--- src/rtl/mem_arbiter_if.sv ---
// mem_arbiter_if
// Bundles the fetch requester, data requester and mem_system port signals
// that surround mem_arbiter.
//   slave  : the arbiter's view (accepts requests, drives the cache port)
//   master : the surrounding pipeline / mem_system view
interface mem_arbiter_if;
   // fetch requester
   logic        i_req;
   logic [15:0] i_addr;
   logic        i_done;
   logic [15:0] i_data;
   logic        i_hit;
   // data requester
   logic        d_req;
   logic        d_wr;
   logic [15:0] d_addr;
   logic [15:0] d_wdata;
   logic        d_done;
   logic [15:0] d_data;
   logic        d_hit;
   // shared mem_system port
   logic [15:0] m_addr;
   logic [15:0] m_wdata;
   logic        m_rd;
   logic        m_wr;
   logic [15:0] m_rdata;
   logic        m_done;
   logic        m_hit;
   logic        m_err;

   modport slave (
      input  i_req, i_addr, d_req, d_wr, d_addr, d_wdata,
      input  m_rdata, m_done, m_hit, m_err,
      output i_done, i_data, i_hit, d_done, d_data, d_hit,
      output m_addr, m_wdata, m_rd, m_wr
   );

   modport master (
      output i_req, i_addr, d_req, d_wr, d_addr, d_wdata,
      output m_rdata, m_done, m_hit, m_err,
      input  i_done, i_data, i_hit, d_done, d_data, d_hit,
      input  m_addr, m_wdata, m_rd, m_wr
   );
endinterface

--- src/rtl/mem_arbiter.sv ---
// mem_arbiter
// Shares one mem_system port between the instruction-fetch requester (read
// only) and the data requester (read/write). The winning request is latched,
// Rd/Wr are held until the cache reports Done, and the result is returned to
// the winner with a one-cycle done pulse. A watchdog aborts a transaction
// that waits TIMEOUT cycles without Done; aborts and cache errors set a
// sticky err flag.
//
// Configuration macro MEM_ARB_RR_EN:
//   defined   - round-robin on a tie (port opposite last_gnt wins)
//   undefined - fixed priority, data port wins a tie
//
// TIMEOUT: 1..255 (8-bit watchdog counter).
module mem_arbiter #(
   parameter int unsigned TIMEOUT = 64
) (
   input  logic         clk,
   input  logic         rst,
   mem_arbiter_if.slave bus,
   output logic         busy,
   output logic         err
);

   typedef enum logic [1:0] {
      IDLE = 2'd0,
      WAIT = 2'd1,
      RESP = 2'd2
   } state_t;

   localparam logic [7:0] TIMEOUT_C = TIMEOUT[7:0];

   state_t      state_r;
   logic        busy_r;
   logic        gnt_r;        // 0 = fetch, 1 = data
   logic        last_gnt_r;
   logic        wr_r;
   logic [15:0] addr_r;       // zero outside WAIT
   logic [15:0] wdata_r;      // zero outside WAIT
   logic [7:0]  cnt_r;
   logic        err_r;

   logic        i_done_r;
   logic [15:0] i_data_r;
   logic        i_hit_r;
   logic        d_done_r;
   logic [15:0] d_data_r;
   logic        d_hit_r;

   logic        pick_d_s;
   logic        wait_s;
   logic [7:0]  cnt_inc_s;
   logic        timeout_s;
   logic        finish_s;
   logic        abort_s;
   logic [15:0] resp_data_s;
   logic        resp_hit_s;

   assign wait_s    = (state_r == WAIT);
   assign cnt_inc_s = cnt_r + 8'd1;
   // The count reaches TIMEOUT at the end of the TIMEOUT-th WAIT cycle.
   assign timeout_s = (cnt_inc_s == TIMEOUT_C);
   // m_done in the last allowed WAIT cycle still wins over the abort.
   assign finish_s  = bus.m_done | timeout_s;
   assign abort_s   = wait_s & ~bus.m_done & timeout_s;

   // Select the winning port for a request seen in IDLE.
   always_comb begin
      pick_d_s = 1'b0;
      if (bus.i_req && bus.d_req) begin
`ifdef MEM_ARB_RR_EN
         pick_d_s = ~last_gnt_r;
`else
         // Fixed priority: data always wins; last_gnt does not affect the outcome.
         pick_d_s = last_gnt_r | 1'b1;
`endif
      end else if (bus.d_req) begin
         pick_d_s = 1'b1;
      end else begin
         pick_d_s = 1'b0;
      end
   end

   // Response value: cache data on Done, zero on a watchdog abort.
   always_comb begin
      resp_data_s = 16'h0000;
      resp_hit_s  = 1'b0;
      if (bus.m_done) begin
         resp_data_s = bus.m_rdata;
         resp_hit_s  = bus.m_hit;
      end else begin
         resp_data_s = 16'h0000;
         resp_hit_s  = 1'b0;
      end
   end

   // Arbiter state machine: grant in IDLE, wait on the cache, pulse done in RESP.
   always_ff @(posedge clk) begin
      if (!rst) begin
         state_r    <= IDLE;
         busy_r     <= 1'b0;
         gnt_r      <= 1'b0;
         last_gnt_r <= 1'b1;
         wr_r       <= 1'b0;
         addr_r     <= 16'h0000;
         wdata_r    <= 16'h0000;
         cnt_r      <= 8'd0;
         i_done_r   <= 1'b0;
         i_data_r   <= 16'h0000;
         i_hit_r    <= 1'b0;
         d_done_r   <= 1'b0;
         d_data_r   <= 16'h0000;
         d_hit_r    <= 1'b0;
      end else begin
         // Done pulses and their data last exactly one cycle.
         i_done_r <= 1'b0;
         i_data_r <= 16'h0000;
         i_hit_r  <= 1'b0;
         d_done_r <= 1'b0;
         d_data_r <= 16'h0000;
         d_hit_r  <= 1'b0;
         case (state_r)
            IDLE: begin
               if (bus.i_req || bus.d_req) begin
                  gnt_r   <= pick_d_s;
                  wr_r    <= pick_d_s & bus.d_wr;
                  addr_r  <= pick_d_s ? bus.d_addr : bus.i_addr;
                  wdata_r <= pick_d_s ? bus.d_wdata : 16'h0000;
                  cnt_r   <= 8'd0;
                  busy_r  <= 1'b1;
                  state_r <= WAIT;
               end else begin
                  busy_r  <= 1'b0;
                  state_r <= IDLE;
               end
            end
            WAIT: begin
               if (finish_s) begin
                  if (gnt_r) begin
                     d_done_r <= 1'b1;
                     d_data_r <= resp_data_s;
                     d_hit_r  <= resp_hit_s;
                  end else begin
                     i_done_r <= 1'b1;
                     i_data_r <= resp_data_s;
                     i_hit_r  <= resp_hit_s;
                  end
                  wr_r    <= 1'b0;
                  addr_r  <= 16'h0000;
                  wdata_r <= 16'h0000;
                  state_r <= RESP;
               end else begin
                  cnt_r   <= cnt_inc_s;
                  state_r <= WAIT;
               end
            end
            RESP: begin
               last_gnt_r <= gnt_r;
               busy_r     <= 1'b0;
               state_r    <= IDLE;
            end
            default: begin
               wr_r    <= 1'b0;
               addr_r  <= 16'h0000;
               wdata_r <= 16'h0000;
               busy_r  <= 1'b0;
               state_r <= IDLE;
            end
         endcase
      end
   end

   // Sticky error: any cache error or a watchdog abort, cleared only by reset.
   always_ff @(posedge clk) begin
      if (!rst) begin
         err_r <= 1'b0;
      end else if (bus.m_err || abort_s) begin
         err_r <= 1'b1;
      end else begin
         err_r <= err_r;
      end
   end

   // Rd/Wr drop in the Done cycle so mem_system returns to idle instead of re-issuing.
   assign bus.m_rd    = wait_s & ~wr_r & ~bus.m_done;
   assign bus.m_wr    = wait_s &  wr_r & ~bus.m_done;
   assign bus.m_addr  = addr_r;
   assign bus.m_wdata = wdata_r;

   assign bus.i_done  = i_done_r;
   assign bus.i_data  = i_data_r;
   assign bus.i_hit   = i_hit_r;
   assign bus.d_done  = d_done_r;
   assign bus.d_data  = d_data_r;
   assign bus.d_hit   = d_hit_r;

   assign busy = busy_r;
   assign err  = err_r;

endmodule

--- src/flat_wrapper.sv ---
// flat-port wrapper written by rule: the top's interface ports become plain ports
module mem_arbiter_flat 
#(
   parameter int unsigned TIMEOUT = 64
)
  (clk, rst, busy, err, bus_i_req, bus_i_addr, bus_d_req, bus_d_wr, bus_d_addr, bus_d_wdata, bus_m_rdata, bus_m_done, bus_m_hit, bus_m_err, bus_i_done, bus_i_data, bus_i_hit, bus_d_done, bus_d_data, bus_d_hit, bus_m_addr, bus_m_wdata, bus_m_rd, bus_m_wr);
  mem_arbiter_if bus_i ();
  input  logic clk;
  input  logic rst;
  output logic busy;
  output logic err;
  input wire logic [$bits(bus_i.i_req)-1:0] bus_i_req;
  input wire logic [$bits(bus_i.i_addr)-1:0] bus_i_addr;
  input wire logic [$bits(bus_i.d_req)-1:0] bus_d_req;
  input wire logic [$bits(bus_i.d_wr)-1:0] bus_d_wr;
  input wire logic [$bits(bus_i.d_addr)-1:0] bus_d_addr;
  input wire logic [$bits(bus_i.d_wdata)-1:0] bus_d_wdata;
  input wire logic [$bits(bus_i.m_rdata)-1:0] bus_m_rdata;
  input wire logic [$bits(bus_i.m_done)-1:0] bus_m_done;
  input wire logic [$bits(bus_i.m_hit)-1:0] bus_m_hit;
  input wire logic [$bits(bus_i.m_err)-1:0] bus_m_err;
  output wire logic [$bits(bus_i.i_done)-1:0] bus_i_done;
  output wire logic [$bits(bus_i.i_data)-1:0] bus_i_data;
  output wire logic [$bits(bus_i.i_hit)-1:0] bus_i_hit;
  output wire logic [$bits(bus_i.d_done)-1:0] bus_d_done;
  output wire logic [$bits(bus_i.d_data)-1:0] bus_d_data;
  output wire logic [$bits(bus_i.d_hit)-1:0] bus_d_hit;
  output wire logic [$bits(bus_i.m_addr)-1:0] bus_m_addr;
  output wire logic [$bits(bus_i.m_wdata)-1:0] bus_m_wdata;
  output wire logic [$bits(bus_i.m_rd)-1:0] bus_m_rd;
  output wire logic [$bits(bus_i.m_wr)-1:0] bus_m_wr;
  assign bus_i.i_req = bus_i_req;
  assign bus_i.i_addr = bus_i_addr;
  assign bus_i.d_req = bus_d_req;
  assign bus_i.d_wr = bus_d_wr;
  assign bus_i.d_addr = bus_d_addr;
  assign bus_i.d_wdata = bus_d_wdata;
  assign bus_i.m_rdata = bus_m_rdata;
  assign bus_i.m_done = bus_m_done;
  assign bus_i.m_hit = bus_m_hit;
  assign bus_i.m_err = bus_m_err;
  assign bus_i_done = bus_i.i_done;
  assign bus_i_data = bus_i.i_data;
  assign bus_i_hit = bus_i.i_hit;
  assign bus_d_done = bus_i.d_done;
  assign bus_d_data = bus_i.d_data;
  assign bus_d_hit = bus_i.d_hit;
  assign bus_m_addr = bus_i.m_addr;
  assign bus_m_wdata = bus_i.m_wdata;
  assign bus_m_rd = bus_i.m_rd;
  assign bus_m_wr = bus_i.m_wr;
  mem_arbiter #(.TIMEOUT(TIMEOUT)) u_core (.clk(clk), .rst(rst), .bus(bus_i), .busy(busy), .err(err));
endmodule
--- config.mk ---
export PLATFORM = sky130hd
export DESIGN_NAME = mem_arbiter_flat
export DESIGN_NICKNAME = d
export VERILOG_FILES = /design/src/rtl/mem_arbiter_if.sv /design/src/rtl/mem_arbiter.sv /design/src/flat_wrapper.sv
export SDC_FILE = /design/constraint.sdc
export NUM_CORES = 1
export LEC_CHECK = 0
export CAP_MARGIN = 40
export CORE_AREA = 2 2 112 82
export DETAILED_ROUTE_END_ITERATION = 7
export DIE_AREA = 0 0 114 84
export PLACE_DENSITY = 0.74
export SLEW_MARGIN = 20
export SYNTH_ARGS = -nofsm -noshare
export SYNTH_HDL_FRONTEND = slang
export SYNTH_SLANG_ARGS = --single-unit
--- constraint.sdc ---
create_clock -name clk -period 2 [get_ports clk]
set_clock_uncertainty 0.1 [all_clocks]
set_input_delay 0.2 -clock clk [delete_from_list [all_inputs] [get_ports clk]]
set_output_delay 0.2 -clock clk [all_outputs]
set_load 0.05 [all_outputs]
**Yosys cells after proc, flatten, opt, wreduce, memory -nomap -nowiden**

Cells that the tools add are included.

- Eq/ne operators: 6
- Divide/modulo/power cells: 0
- Multipliers: 0
- Shift operators: 0
- Mux-type cells: 24
- Reduce and logical (&&, ||, !) cells: 11
- Bitwise gates (word level): 14
- Add/subtract/negate cells: 1
- $lt $le $gt $ge: 0

Operators by type and width:

| operator | count |
|---|---|
| $mux 16 | 6 |
| $pmux 16 s3 | 2 |
| $mux 8 | 2 |
| $pmux 8 s2 | 1 |
| $mux 1 | 9 |
| $reduce_and 3->1 | 3 |
| $add 8x1->8 const B | 1 |
| $eq 8x7->1 const B | 1 |
| $and 1x1->1 | 7 |
| $not 1->1 | 6 |
| $ne 2x2->1 const B | 2 |
| $pmux 2 s2 | 1 |
| $reduce_and 4->1 | 1 |
| $reduce_or 4->1 | 1 |
| $pmux 1 s3 | 1 |
| $eq 2x1->1 const B | 1 |
| $eq 2x2->1 const B | 1 |
| $logic_not 2->1 | 1 |
| $logic_or 1x1->1 | 2 |
| $mux 2 | 1 |
| $ne 2x1->1 const B | 1 |
| $pmux 1 s2 | 1 |
| $reduce_and 2->1 | 1 |
| $reduce_bool 2->1 | 1 |
| other kinds (2) | 2 |

- Latch bits: 0
- Flip-flop bits (word level): 82
- Memories kept: 0
- Output and inout port bits: 72
- Memory bits (read-only): 0
- Bits of input ports: 72
- Bits in writable memories: 0
- Logic and storage cells: 70

**Logic depth before layout (Yosys ltp)**

Gate-level depths: netlist of run 1.

- Depth after elaboration: 5
- Depth in mapped cells: 8
- Mapped depth without buffers: 6

**Least setup slack after synthesis of run 1**

Ideal clock, no wire load.

- Kind: register -> register
- From: register u_core.cnt_r[0]
- To: register u_core.wdata_r[10] (netlist: u_core.bus.m_wdata[10])
- Cell stages (with the launch flop): 9
- Setup time: 0.117 ns
- Data required time: 1.783 ns
- Clock period less this slack: 2.070 ns
- Slack: -0.070 ns
- Buffers on the path: 2
- Arrival time: 1.853 ns
- Cells stage by stage: dfxtp_1 > ha_1 > nand3b_1 > a311o_1 > a221oi_4 > nor2b_1 > buf_6 > buf_6 > a22o_1

- Word-level cells in the longest chain between the ends: 5

RTL lines:

| element | line | source |
|---|---|---|
| start, declared | mem_arbiter.sv:39 | `logic [7:0] cnt_r;` |
| start signal, assigned | mem_arbiter.sv:152 | `cnt_r <= cnt_inc_s;` |
| $add 8x1->8 | mem_arbiter.sv:59 | `assign cnt_inc_s = cnt_r + 8'd1;` |
| $eq 8x7->1 | mem_arbiter.sv:61 | `assign timeout_s = (cnt_inc_s == TIMEOUT_C);` |
| $or 1x1->1 | mem_arbiter.sv:63 | `assign finish_s = bus.m_done \| timeout_s;` |
| $ne 2x2->1 (no source line) | - |  |
| $reduce_and 3->1 (no source line) | - |  |
| end signal, assigned | mem_arbiter.sv:127 | `wdata_r <= pick_d_s ? bus.d_wdata : 16'h0000;` |
| end, declared | mem_arbiter.sv:38 | `logic [15:0] wdata_r;` |

No other way between the ends.
A chain may end at the register's enable or synchronous reset.

**Worst setup path after layout of run 1**

- From: register u_core.cnt_r[1]
- To: register u_core.addr_r[7] (netlist: u_core.bus.m_addr[7])

- Word-level cells in the longest chain between the ends: 5

RTL lines:

| element | line | source |
|---|---|---|
| $add 8x1->8 | mem_arbiter.sv:59 |  |
| $eq 8x7->1 | mem_arbiter.sv:61 |  |
| $or 1x1->1 | mem_arbiter.sv:63 |  |
| $ne 2x2->1 (no source line) | - |  |
| $reduce_and 3->1 (no source line) | - |  |
| end signal, assigned | mem_arbiter.sv:126 | `addr_r <= pick_d_s ? bus.d_addr : bus.i_addr;` |
| end, declared | mem_arbiter.sv:37 | `logic [15:0] addr_r;` |

No other way between the ends.

==> metrics.md, run 1 <==
| Metric | Value |
|---|---|
| Routed len/inst | `14.9 µm` |
| Most common cell after layout, fill and taps aside | `clkdlybuf4s50_1` |
| DIE AREA | `~9600 µm²` |
| Post-place setup slack | `-0.0793 ns` |
| Flops & latches, synth | `82` |
| Largest net degree at the start of global routing | `33` |
| Initial Utilization | `0.346` |
| Via density | `4.83` |
| Result of the run | `complete, no violations` |
| Seq/Total Area, Yosys | `0.549` |
| 1st-iter DRT viols | `103` |
| Initial antenna violation count | `0` |
| Vias in the first global route | `~2,700` |
| Crit share post-route | `0.968` |
| Leakage | `2.00 nW` |
| First-pass GRT wire length | `13,100 µm` |
| Clock Tree Buf Depth | `2` |
| Cell depth of the worst hold path | `2` |
| Die height | `approximately 84 µm` |
| RR Endpoint | `u_core.bus.m_addr[7]$_SDFFE_PN0P_` |
| Drt first pass iters | `4` |
| Worst hold margin | `~0.35 ns` |
| FP Rows | `29` |
| R2R depth | `8` |
| WP data arrival | `2.10 ns` |
| Cell area after layout | `5140 µm²` |
| Via Count | `2,758` |
| Setup tns final | `0 ns` |
| Synth unique cells | `39` |
| Fin worst setup slack | `~0.065 ns` |
| Most frequent cells in the layout | `clkdlybuf4s50_1 (141), dfxtp_1 (79), and2_1 (38)` |
| Die outline width | `114 µm` |
| Area of the mapped netlist | `between 2000 and 3000 µm²` |
| R2r setup slk | `roughly 0.065 ns` |
| GRT met1 Usage | `0.210` |
| PwrDens | `~850 nW/µm²` |
| Aggregate global-route resource usage | `0.174` |
| Max-cap viol count | `0` |
| CTS Root Cell | `clkbuf_16` |
| CTS sink count | `slightly above 80` |
| Routability Congestion | `0.871` |
| RR Startpoint | `u_core.cnt_r[1]$_SDFFE_PN0P_` |
| DRC | `0` |
| CTS Buf Count | `9` |
| Final setup viols | `0` |
| Max_slew headroom | `0.538` |
| RSZ-0062 raised after global routing | `yes` |
| PortBufs | `143` |
| Met2 usage | `0.286` |
| Critical Path End Type | `flip-flop` |
| Syn_nets | `about 360` |
| Critical path fanouts, max | `16` |
| CTS clk-pin slew, worst paths | `~0.06 ns` |
| Pint | `~3.2 mW` |
| Most used routing layer | `met2` |
| Net switching power | `1.17 mW` |
| Post-synth EDFFs | `0` |
| FFs w/ async S/R, synth | `0` |
| Total grt overflow | `0` |
| Layout area overhead | `71.8%` |
| Peak VDD IR | `387 µV` |
| Top_reg_cell synth | `dfxtp_1` |
| Startpoint class of the critical path | `flip-flop` |
| Ant. Diodes | `0` |
| Clk network pwr share | `0.392` |
| Combinational Power Share | `0.208` |
| Setup CP Type | `flip-flop to flip-flop` |
| H-tree depth | `3` |
| WL final | `8500 µm` |
| Top-Level Pins | `around 140` |
| Core ar. | `8640 µm²` |
| Syn avg cell area | `roughly 10 µm²` |
| CTS tree | `yes` |
| Share of cells above drive strength 1 | `0.160` |
| YS warnings | `0` |
| Hold EP | `u_core.bus.m_addr[2]$_SDFFE_PN0P_` |
| Final Max Tran Viols | `0` |
| Sequential share of power | `0.401` |
| Worst-Margin Slew | `0.693 ns` |
| Final Hold Vio Count | `0` |
| Post-route ant nets | `0` |
| Nets@finish | `~530` |
| Worst min-delay path class | `flip-flop to flip-flop` |
| Mapped Cells | `291` |
| Peak Freq | `a little over 500 MHz` |
| DP Wirelength | `approximately 6100 µm` |
| Met3 usage | `0.0704` |
| Crit path time final | `1.94 ns` |
| Hold Startpoint | `u_core.bus.m_addr[2]$_SDFFE_PN0P_` |
| Sw Ratio | `0.266` |
| Worst skew pair latency | `roughly 0.33 ns` |
| CP required | `2.16 ns` |
| Cell Area, Placed | `4690 µm²` |
==> how the worst max path moves through the flow <==
| stage | startpoint | end | slack [ns] | depth (start not counted) |
|---|---|---|---|---|
| after global placement | bus_m_done | u_core.bus.m_wdata[4]$_SDFFE_PN0P_ | -0.04 | 8 |
| final | u_core.cnt_r[1]$_SDFFE_PN0P_ | u_core.bus.m_addr[7]$_SDFFE_PN0P_ | 0.06 | 8 |
| after detailed placement | bus_m_done | u_core.bus.m_addr[5]$_SDFFE_PN0P_ | -0.08 | 8 |
| after CTS | u_core.cnt_r[1]$_SDFFE_PN0P_ | u_core.bus.m_wdata[8]$_SDFFE_PN0P_ | 0.02 | 7 |
| after floorplan | u_core.cnt_r[1]$_SDFFE_PN0P_ | u_core.bus.m_wdata[10]$_SDFFE_PN0P_ | -0.001 | 8 |
| after global routing | u_core.cnt_r[0]$_SDFFE_PN0P_ | u_core.bus.m_addr[6]$_SDFFE_PN0P_ | -0.02 | 8 |
==> power groups by stage <==
stage / Clock, mW / Sequential, mW / Combinational [mW]
6_report: 1.72 / 1.76 / 0.911
5_1_grt: 1.83 / 1.76 / 0.963
4_1_cts: 1.76 / 1.76 / 0.838
3_5_place_dp: 0 / 1.79 / 0.829
3_3_place_gp: 0 / 1.79 / 0.819
2_1_floorplan: 0 / 2.03 / 0.217
==> registers in the layout, summed over array words and instances, names as in the netlist <==
| register | cells |
|---|---|
| u_core.bus.i_hit | 1 |
| u_core.bus.i_data | 16 |
| u_core.gnt_r | 1 |
| u_core.wr_r | 1 |
| u_core.bus.m_addr | 16 |
| u_core.bus.d_done | 1 |
| u_core.cnt_r | 8 |
| u_core.state_r | 2 |
| u_core.bus.d_hit | 1 |
| u_core.err | 1 |
| u_core.bus.i_done | 1 |
| u_core.busy | 1 |
| u_core.bus.m_wdata | 16 |
| u_core.bus.d_data | 16 |
==> logic make-up after synthesis <==
logic type | synth area share
adder cells (fa/ha/maj) | 0.00418
multiplexers | 0.0640
AND/OR/NAND/NOR | 0.204
buffers and inverters | 0.0272
flip-flops | 0.549
AO/OA/AOI/OAI | 0.151
==> cells in the mapped netlist, types with 7 or more instances <==
master / count / share of area
dfxtp_1: 82 / 0.55
a22o_1: 18 / 0.053
nor2b_1: 7 / 0.015
nand2_1: 23 / 0.029
nand3_1: 20 / 0.033
mux2_2: 17 / 0.064
clkbuf_1: 12 / 0.015
and2_1: 38 / 0.079
and3_1: 7 / 0.015
nor2_1: 10 / 0.013
o21ai_0: 15 / 0.025
==> worst max-delay path: stages, from the launching register on <==
cell and delay (ns):
dfxtp_4 0.38, ha_4 0.13, nand3b_1 0.07, a311o_1 0.35
a221oi_4 0.34, buf_6 0.18, clkbuf_16 0.17, nand3_1 0.07
o21ai_1 0.08
==> repair_timing <==
item | 4_1_cts | 5_1_grt
setup endpoints to repair | 29 | 40
gates resized for setup | 4 | 19
buffers inserted | 1 | 3
hold buffers | 0 | 0
pin swaps | 2 | 3
gates cloned | 0 | 3
==> per-stage QoR <==
stage / util / total power [mW] / std cells
after CTS: 0.582 / 4.35 / 565
after global placement: 0.543 / 2.61 / 548
after floorplan: - / 2.25 / 291
after detailed placement: 0.543 / 2.62 / 548
final: 0.595 / 4.38 / 571
after global routing: 0.595 / 4.56 / 571
==> cell type report <==
| type | instances | area [µm²] |
|---|---|---|
| Multi-Input combinational cell | 192 | 1300 |
| Fill cell | 738 | 3500 |
| Timing Repair Buffer | 173 | 1740 |
| Clock inverter | 3 | 43.8 |
| Tap cell | 108 | 135 |
| Sequential cell | 82 | 1650 |
| Clock buffer | 13 | 272 |
==> layer usage <==
metal	wire length [µm]	vias up
met5	0	-
met4	89	0
met3	696	11
met2	4030	109
met1	3680	1283
li1	-	1355
Power figures use the tool's default switching activity.
==> inputs of run 2 (changes only) <==
- CTS_CLUSTER_DIAMETER: not set -> 120
==> results of run 2 <==
Same layout as run 1: the final DEF is identical, and so are final timing and power.
==> inputs of run 3 (changes only) <==
- SLEW_MARGIN: 20 -> 40
==> results of run 3 <==
Same layout as run 1: the final DEF is identical, and so are final timing and power.
==> variant 1: new RTL, flow settings as in run 3 <==
Reset style: asynchronous (`rst`), changed in 2 clocked blocks.
--- a/src/rtl/mem_arbiter.sv
+++ b/src/rtl/mem_arbiter.sv
@@ -95,5 +95,5 @@
 
    // Arbiter state machine: grant in IDLE, wait on the cache, pulse done in RESP.
-   always_ff @(posedge clk) begin
+   always_ff @(posedge clk or negedge rst) begin
       if (!rst) begin
          state_r    <= IDLE;
@@ -171,5 +171,5 @@
 
    // Sticky error: any cache error or a watchdog abort, cleared only by reset.
-   always_ff @(posedge clk) begin
+   always_ff @(posedge clk or negedge rst) begin
       if (!rst) begin
          err_r <= 1'b0;
Check against the original RTL: differs if rst is asserted again (counterexample within 4 cycles, from zero or initial values and one cycle with rst low); with rst held inactive, the same outputs for 10 cycles.
==> variant 1 against run 3 <==
  * Design area grew 3.6%
  * Fmax down 0.49%
  * Routed wire length is 4.6% higher
  * Critical endpoint is now u_core.bus.m_wdata[5]
  * Largest cell class is now sequential cells
  * Count of clock-buffer cells in the layout fell by 3
  * Area after synthesis increased by 9.5%
  * Sequential cell count unchanged
  * Critical path depth fell by 1
  * Die area is the same
  * Critical path type unchanged
  * Worst setup slack worse by 0.0096 ns
Power is not compared: it rests on default switching activity, and its combinational part moved more than twofold at a synthesized area within 25%.
==> variant 1: results (changes against run 3) <==
| Metric | Value |
|---|---|
| Run status | completed |
| Multi-input gates | 170 (-11%) |
| Synthesized instance count | 270 (-7.2%) |
| Maximum net fanout on the critical path | 8 (-8) |
| Post-synthesis net count | 343 (-5.8%) |
| Routed wire length | 8.884 mm (+4.6%) |
| Worst slack on hold paths | 0.3182 ns (-0.03338 ns) |
| Core Util, Final | 61.62% (+2.1 points) |
| Post-layout net count | 502 (-5.5%) |
| Share of synthesized flip-flops with an asynchronous set or reset | 100.0% (+100 points) |
| Post-detailed-placement half-perimeter wirelength | 6.375 mm (+5.3%) |
| Most instantiated cells after synthesis | 82 x sky130_fd_sc_hd__dfrtp_1, 47 x sky130_fd_sc_hd__nor2_1, 27 x sky130_fd_sc_hd__nand2_1 |
| Launch instance of the worst register-to-register path | u_core.cnt_r[4] |
| Buffers, non-clock | 162 (-6.4%) |
| Final weighted congestion in routability-driven placement | 0.8998 (+3.3%) |
| Depth of the most critical reg-to-reg path | 7 (-1) |
| Top cells by area, synth | sky130_fd_sc_hd__dfrtp_1 63%, sky130_fd_sc_hd__nor2_1 5.4%, sky130_fd_sc_hd__mux2i_1 5.2% |
| Clock network area share | 6.160% (+0.025 points) |
| Endpoint of the worst register-to-register path | u_core.bus.m_wdata[5] |
| Vias in the first global route | 2882 (+8.1%) |
| Worst setup timing slack at the placement stage | -0.1804 ns (-0.1010 ns) |
| Hold crit path type | in2async |
| Final-layout clock buffer total | 10 (-3) |
| Worst slew margin | 48.28% (-5.5 points) |
| Wire length of the first global-routing pass | 14.15 mm (+7.8%) |
| Buffers inserted by post-CTS timing repair | 0 (-1) |
| Pin count of the biggest net entering global routing | 83 (+150%) |
| Library cells used by synthesis | 44 (+13%) |
| Number of placed instances, taps included | 525 (-4.2%) |
| Ys flop type | sky130_fd_sc_hd__dfrtp_1 |
| Crit path time final | 1.945 ns (+0.009593 ns) |
| Multi-input gate share of total cell area | 21.91% (-3.4 points) |
| Data arrival time at the worst-slack endpoint | 2.06 ns (-0.04 ns) |
| Starting DRT DRC Count | 174 (+69%) |
| Number of inserted filler cells in the final layout | 699 (-5.3%) |
| Share of cell area taken by flip-flops and latches | 38.68% (+6.6 points) |
| Via count | 2724 (-1.2%) |
| Cell Area, Placed | 4950 µm² (+5.6%) |
| NonClk Buf Share | 30.43% (-3.4 points) |
## variant 1: changes by cell type after synthesis, moves of 6 or more
cell,delta
sky130_fd_sc_hd__dfrtp_1,+82
sky130_fd_sc_hd__nor2b_1,-6
sky130_fd_sc_hd__a22o_2,+15
sky130_fd_sc_hd__mux2i_1,+17
sky130_fd_sc_hd__a22o_1,-16
sky130_fd_sc_hd__dfxtp_1,-82
sky130_fd_sc_hd__o2bb2ai_1,+17
sky130_fd_sc_hd__nor2_1,+37
sky130_fd_sc_hd__nand3_1,-18
sky130_fd_sc_hd__mux2_2,-17
sky130_fd_sc_hd__and2_1,-38
sky130_fd_sc_hd__o21ai_0,-10
## variant 1: metal layers
metal	vias up	global-route usage [%]	routed length, µm
li1	1270	-	-
met1	1309	24.02	3885
met2	132	31.11	4083
met3	13	6.754	782
met4	0	5.987	133
met5	-	0	0
## variant 1: critical path: stages, from the launching register on
cell and delay (ns):
sky130_fd_sc_hd__dfrtp_1 0.44, sky130_fd_sc_hd__buf_4 0.18, sky130_fd_sc_hd__nand2_1 0.10, sky130_fd_sc_hd__a2bb2oi_2 0.20, sky130_fd_sc_hd__o21ai_2 0.23, sky130_fd_sc_hd__o211ai_4 0.13
sky130_fd_sc_hd__buf_4 0.19, sky130_fd_sc_hd__a22o_2 0.26
## variant 1: kinds of logic (layout without fill, tap and decap cells)
family	Yosys count	count (layout)	share of synthesized area, %
flops	82	82	62.64
compound gates	54	54	14.52
mux	17	17	5.195
xor+xnor	1	1	0.2674
buf+inv	18	182	2.788
simple gates	97	97	14.21
fa+ha+maj	1	1	0.3819
## variant 1: repair_timing
item / 4_1_cts / 5_1_grt
pin swaps: 1 / 1
resized for setup: 3 / 8
hold endpoints to repair: 82 / 0
hold buffers: 1 / 0
setup endpoints to repair: 2 / 21
gates cloned: 0 / 0
==> variant 2: new RTL, settings of run 3 <==
Made on the original files. The option `MEM_ARB_RR_EN` is turned on by a define.
--- a/src/rtl/mem_arbiter.sv
+++ b/src/rtl/mem_arbiter.sv
@@ -12,4 +12,6 @@
 //
 // TIMEOUT: 1..255 (8-bit watchdog counter).
+`define MEM_ARB_RR_EN
+
 module mem_arbiter #(
    parameter int unsigned TIMEOUT = 64
Behaviour: not the same (a bounded check fails within 4 cycles, from zero or initial values and one cycle with rst low).
==> variant 2 against run 3 <==
  * The flow now finishes with violations (negative setup slack)
  * Cell count up 4.4%
  * Area after synthesis up 4.5%
  * Largest power group is now the clock network
  * Routed wire length up 4.3%
  * Clock power up 6%
  * Sequential cell count up 1
  * Total power down 0.81%
  * Worst setup slack worse by 0.16 ns
  * Critical path depth unchanged
  * Critical endpoint is now u_core.bus.m_addr[11]
  * First-iteration DRC count up 50%
  * Design area up 3.6%
  * Via count up 6.1%
==> variant 2: results (changes against run 3) <==
| Metric | Value |
|---|---|
| Buffers, non-clock | 174 (+0.58%) |
| Post-layout net count | 556 (+4.7%) |
| Violations in the final reports | negative setup slack |
| Seq cells | 83 (+1.2%) |
| Average via count per standard cell | 4.911 (+1.7%) |
| Most instantiated cells after synthesis | 83 x sky130_fd_sc_hd__dfxtp_1, 64 x sky130_fd_sc_hd__nand2_1, 39 x sky130_fd_sc_hd__and2_1 |
| Cell Area, Placed | 4847 µm² (+3.4%) |
| Largest voltage drop on the vdd net | 0.3379 mV (-13%) |
| Delay-heaviest family, CP | simple AND/OR/NAND/NOR gates |
| Number of placed instances, taps included | 573 (+4.6%) |
| Number of inserted filler cells in the final layout | 749 (+1.5%) |
| Worst setup timing slack at the placement stage | -0.2593 ns (-0.1799 ns) |
| Pin count of the biggest net entering global routing | 37 (+12%) |
| Clock network area share | 6.276% (+0.14 points) |
| GRT Overall Usage | 18.33% (+0.97 points) |
| Sequential-to-total area share from yosys stat | 53.16% (-1.7 points) |
| Worst setup path end | u_core.bus.m_addr[11] |
| WL met3 | 669 µm (-3.9%) |
| Post-layout worst setup margin | -0.09349 ns (-0.1584 ns) |
| NonClk Buf Share | 32.42% (-1.4 points) |
| Sum Neg Setup Slack | -2.053 ns (-2.053 ns) |
| Wire length of the first global-routing pass | 13.86 mm (+5.7%) |
| Met2 Wirelength | 4.069 mm (+1.0%) |
| Hold Path Sink | u_core.bus.i_data[14] |
| Finish-stage setup viols | 32 (+32) |
| Maximum net fanout on the critical path | 7 (-9) |
| Vias in the first global route | 2827 (+6.0%) |
| Launch instance of the worst register-to-register path | u_core.cnt_r[0] |
| Area growth from synthesis to final layout | 70.30% |
| Fraction of met2 tracks used by global routing | 29.60% (+0.97 points) |
| Detailed-routing wirelength on met1 | 4.020 mm (+9.2%) |
| Average wire length per cell after detail routing | 14.87 µm (about the same) |
| Run status | finished with violations |
| Post-synthesis net count | 389 (+6.9%) |
| Global Route met1 Usage | 22.94% (+2.0 points) |
| Transition at the pin with the smallest max-transition slack | 0.7140 ns (+0.02097 ns) |
| Post-CTS resize count | 6 (+2) |
| Layout Cells excl Fill | 596 (+4.4%) |
| Proportion of layout cells with a drive suffix above 1 | 13.93% (-2.0 points) |
[variant 2: cell count changes in the layout (fill, tap and decap cells not counted), moves of 10 or more]
cell                      change
sky130_fd_sc_hd__a32o_1      +17
sky130_fd_sc_hd__o21ai_1     -10
sky130_fd_sc_hd__a21o_1      +16
sky130_fd_sc_hd__nand3_1     -17
sky130_fd_sc_hd__mux2_2      -17
sky130_fd_sc_hd__nand2_1     +41
sky130_fd_sc_hd__a22o_1      -18
sky130_fd_sc_hd__mux2i_1     +18
[variant 2: where the power goes]
group / switching, mW / internal [mW]
clock: 0.708 / 1.12
sequential: 0.0336 / 1.71
combinational: 0.417 / 0.356
[variant 2: kinds of logic after synthesis]
| kind of cell | after synthesis | synth area share (%) |
|---|---|---|
| mux | 18 | 5.765 |
| buf+inv | 23 | 3.643 |
| fa+ha+maj | 1 | 0.4003 |
| xor+xnor | 1 | 0.2803 |
| flops | 83 | 53.16 |
| simple gates | 136 | 21.58 |
| compound gates | 54 | 15.17 |
